`src/rtl/sync_bit_deglitch_edge.sv`:
```
// sync_bit_deglitch_edge
// Destination-domain stage placed after a one-bit synchronizer. It
// re-registers the synchronized bit, accepts a new level only after it has
// been stable for STABLE_CYCLES enabled cycles, emits one-cycle rise/fall
// pulses, and counts accepted edges with a sticky wrap flag.
// All outputs come straight from registers.
module sync_bit_deglitch_edge #(
  parameter logic init          = 1'b0,
  parameter int   STABLE_CYCLES = 4,
  parameter int   CNT_WIDTH     = 8
) (
  input  logic                 CLK,
  input  logic                 RST,
  input  logic                 EN,
  input  logic                 D_IN,
  input  logic                 COUNT_CLR,
  output logic                 D_OUT,
  output logic                 RISE,
  output logic                 FALL,
  output logic [CNT_WIDTH-1:0] EDGE_COUNT,
  output logic                 COUNT_WRAP
);

  localparam int SC_W = $clog2(STABLE_CYCLES + 1);
  localparam logic [SC_W-1:0]      STAB_LAST = SC_W'(STABLE_CYCLES - 1);
  localparam logic [CNT_WIDTH-1:0] CNT_ONE   = CNT_WIDTH'(1);
  localparam logic [CNT_WIDTH-1:0] CNT_MAX   = {CNT_WIDTH{1'b1}};

  logic                 r_d_q;
  logic                 r_d_out;
  logic [SC_W-1:0]      r_stab;
  logic                 r_rise;
  logic                 r_fall;
  logic [CNT_WIDTH-1:0] r_cnt;
  logic                 r_wrap;

  logic                 w_mismatch;
  logic                 w_accept;
  logic [SC_W-1:0]      w_stab_nxt;

  // Decide whether this cycle completes the stability window, and the next count.
  always_comb begin
    // NOTE: every always_comb output gets a default first so no path leaves it unassigned (no latch).
    w_stab_nxt = r_stab;
    w_mismatch = (r_d_q != r_d_out);
    w_accept   = w_mismatch && EN && (r_stab == STAB_LAST);
    if (!w_mismatch) begin
      // Any return to the accepted level restarts the window, enabled or not.
      w_stab_nxt = '0;
    end else if (EN) begin
      w_stab_nxt = w_accept ? '0 : r_stab + SC_W'(1);
    end
  end

  // Input register, stability counter, filtered level and edge pulses.
  always_ff @(posedge CLK) begin
    // NOTE: sequential state uses non-blocking assignments so every register samples pre-edge values.
    if (!RST) begin
      r_d_q   <= init;
      r_d_out <= init;
      r_stab  <= '0;
      r_rise  <= 1'b0;
      r_fall  <= 1'b0;
    end else begin
      r_d_q  <= D_IN;
      r_stab <= w_stab_nxt;
      r_rise <= w_accept && r_d_q;
      r_fall <= w_accept && !r_d_q;
      if (w_accept) begin
        r_d_out <= r_d_q;
      end
    end
  end

  // Edge counter with sticky wrap; a clear coinciding with an edge keeps that edge.
  always_ff @(posedge CLK) begin
    if (!RST) begin
      r_cnt  <= '0;
      r_wrap <= 1'b0;
    end else if (COUNT_CLR) begin
      r_cnt  <= w_accept ? CNT_ONE : '0;
      r_wrap <= 1'b0;
    end else if (w_accept) begin
      r_cnt <= r_cnt + CNT_ONE;
      if (r_cnt == CNT_MAX) begin
        r_wrap <= 1'b1;
      end
    end
  end

  assign D_OUT      = r_d_out;
  assign RISE       = r_rise;
  assign FALL       = r_fall;
  assign EDGE_COUNT = r_cnt;
  assign COUNT_WRAP = r_wrap;

endmodule

```
`config.mk`:
```
export PLATFORM = sky130hd
export DESIGN_NAME = sync_bit_deglitch_edge
export DESIGN_NICKNAME = d
export VERILOG_FILES = /design/src/rtl/sync_bit_deglitch_edge.sv
export SDC_FILE = /design/constraint.sdc
export NUM_CORES = 1
export LEC_CHECK = 0
export ABC_AREA = 0
export CAP_MARGIN = 10
export CORE_MARGIN = 2
export CORE_UTILIZATION = 45
export DETAILED_ROUTE_END_ITERATION = 6
export GPL_TIMING_DRIVEN = 1
export PLACE_DENSITY = 0.73
export SYNTH_ARGS = -nofsm -noshare
export SYNTH_HDL_FRONTEND = slang
export SYNTH_SLANG_ARGS = --single-unit
```
`constraint.sdc`:
```
create_clock -name CLK -period 1.9 [get_ports CLK]
set_clock_uncertainty 0.15 [all_clocks]
set_input_delay 0.285 -clock CLK [delete_from_list [all_inputs] [get_ports CLK]]
set_output_delay 0.285 -clock CLK [all_outputs]
set_load 0.01 [all_outputs]
```
==> run_results.csv <==
group,metric,value,unit
grt,antenna_found_initial,0,
cells_and_area,n_antenna_cell,0,
cells_and_area,fill_cells,132,
cts,cts_max_path_buffers,2,
placement,placed_cells_incl_taps,114,
setup_path,cp-start-kind,"register",
cts,clkLatencyLatePin,0.28,ns
timing,fin_setup_tns,0,ns
placement,hpwl,975,um
hold_path,whs_path_depth,2,
cells_and_area,area_growth,29.3,%
setup_path,cp.required,1.96,ns
timing,finalHoldViolations,0,
run_status,status,"completed",
synth,seq_area_frac_synth,43.8,%
cells_and_area,multi_input_area,392,um2
setup_path,critPathMaxStageDelay,0.56,ns
cells_and_area,drive_above_1_share,6.93,%
cts,htreeDepth,1,
cts,cts_buffers,3,
cts,post_cts_buffers,0,
timing,tightest_slew,0.762,ns
setup_path,r2r_setup_slack,0.09,ns
placement,place_congestion,0.760,
drt,drt-initial-drc-count,10,
setup_path,r2r_cells,4,
setup_path,cp-end-kind,"register",
grt,grt_max_degree,13,
grt,grt_pass1_wl,2180,um
synth,yosysUniqueCellTypes,28,
cells_and_area,final_cell_count_no_fill,117,
grt,grt_overflow,0,
synth,synthCells,81,
job,maxCapViolations,0,
floorplan,fp.coreArea,0.00151,mm2
cts,tritoncts,"done",
floorplan,dieArea,0.00196,mm2
timing,min_period,1.81,ns
drt,drt-total-wl,1330,um
cts,clkTransAtPathRegs,0.09,ns
power_and_ir_drop,p_per_area,585,mW/mm2
drt,routed_via_density,5.27,
placement,portBuffers,16,
floorplan,start_util,48.5,%
timing,slew_violations,0,
timing,period_share,95.2,%
setup_path,slowest_stage,"or4_1",
drt,drc,0,
drt,drt_pass1_iterations,3,
cells_and_area,most-common-layout-cells,"dfxtp_1 (16), clkdlybuf4s50_1 (16), nand2_1 (13)",
hold_path,hp-start,"r_stab[2]",
cts,hold_buffers,0,
power_and_ir_drop,vdd_drop_max,0.378,mV
grt,grtUsageTotal,15.4,%
cts,ctsResizeCount,0,
drt,ant_nets,0,
drt,wire_per_inst,11.4,um
drt,num_vias,617,
power_and_ir_drop,power_leakage,0.329,nW
cells_and_area,fin_nets,110,
cts,cts-root-buf,"clkbuf_4",
synth,synth_area,731,um2
setup_path,critical_path_class,"reg2reg",
grt,grt_pass1_vias,531,
timing,whs,0.294,ns
setup_path,startpoint,"r_stab[0]",
setup_path,timing.rr.end,"EDGE_COUNT[3]",
floorplan,pin_count,17,
cells_and_area,regArea,320,um2
setup_path,cp_cell_sequence,"ha_1 > nand3b_1 > or4_1 > a21boi_0",
floorplan,dieHeight,44.3,um
power_and_ir_drop,finalPower,0.552,mW
timing,setup_violations,0,
floorplan,num_rows,14,
synth,syn_area_per_cell,9.02,um2
synth,ys_warn_count,0,
setup_path,worst-endpoint-arrival,1.87,ns
setup_path,crit_path_max_fanout,10,
timing,max_freq,553,MHz
hold_path,hp-class,"reg2reg",
cts,cts_sinks,16,
setup_path,r2r-start,"r_stab[0]",
synth,ys_ff_latch,16,
timing,rsz0062_at_grt,"false",
floorplan,die_x,44.3,um
timing,slew_headroom,48.8,%
synth,postSynthNetCount,88,
hold_path,min_to,"r_stab[2]",
how the worst max path moves through the flow:
stage,cells after the start,to
after floorplan,5,EDGE_COUNT[5]
after detailed placement,4,EDGE_COUNT[3]
final,4,EDGE_COUNT[3]
after CTS,4,EDGE_COUNT[3]
after global placement,4,EDGE_COUNT[3]
after global routing,4,EDGE_COUNT[3]
area by class of cell:
class	instances	share of cell area, %
well taps	16	2.12
clock buffers	3	2.38
multi-input cells	62	41.5
repair buffers	20	20.1
flip-flops and latches	16	33.9
critical path: cells and delay by family, from the launching register on:
family,cells,cell delay (ns)
AOI/OAI and AO/OA,1,0.20
DFF,1,0.37
adders and majority gates,1,0.19
and+or+nand+nor,2,0.82
metrics by stage:
stage	setup WS (ns)	area (um2)	utilization, %
3_3_place_gp	0.00999	922	61.2
5_1_grt	0.0202	945	62.7
6_report	0.0913	945	62.7
3_5_place_dp	-0.0868	922	61.2
2_1_floorplan	0.334	731	-
4_1_cts	0.130	945	62.7
cells by family (layout without fill, tap and decap cells):
logic type,Yosys count,after routing,share of synthesized area (%)
muxes,5,5,6.85
adders and majority gates,2,2,3.42
DFF,16,16,43.8
buffers and inverters,3,23,2.57
xor gates and xnor gates,2,2,2.40
and+or+nand+nor,41,41,30.0
AOI/OAI and AO/OA,12,12,11.0
routing by layer:
| metal | track usage, % | up-vias | part of all wire [%] |
|---|---|---|---|
| li1 | - | 330 | - |
| met1 | 21.1 | 269 | 53 |
| met2 | 22.9 | 13 | 40 |
| met3 | 2.45 | 5 | 4.1 |
| met4 | 9.09 | 0 | 2.1 |
| met5 | 0 | - | 0 |
power breakdown:
group | switching [mW] | leakage, nW | internal, mW
registers | 0.00230 | 0.129 | 0.337
clock network | 0.106 | 0.0138 | 0.0736
logic | 0.0156 | 0.186 | 0.0183
total | 0.124 | 0.329 | 0.429
flip-flops by register name, indices dropped and copies added (netlist names):
name	cells
RISE	1
r_stab	3
COUNT_WRAP	1
D_OUT	1
r_d_q	1
EDGE_COUNT	8
FALL	1
cell usage after synthesis:
cell type / number / area, um2
clkbuf_1: 2 / 7.51
nor2b_1: 2 / 12.5
nand2b_1: 6 / 37.5
o21ai_0: 2 / 10.0
a21boi_1: 1 / 7.51
mux2i_1: 5 / 50.1
ha_1: 2 / 25.0
nor3_1: 2 / 10.0
a21boi_0: 3 / 22.5
nand3b_1: 1 / 7.51
and2_1: 1 / 6.26
o31ai_1: 3 / 22.5
dfxtp_1: 16 / 320
a21oi_1: 2 / 10.0
nor4b_1: 1 / 8.76
nand4_1: 1 / 6.26
buf_6: 1 / 11.3
nand3_1: 5 / 25.0
o21a_1: 1 / 7.51
and3_1: 1 / 6.26
nand2_1: 13 / 48.8
xor2_1: 1 / 8.76
and3b_1: 1 / 8.76
or3_1: 1 / 6.26
xnor2_1: 1 / 8.76
nor4_1: 2 / 12.5
nor2_1: 2 / 7.51
or4_1: 2 / 15.0
No activity file was read; power rests on OpenSTA's default activity.
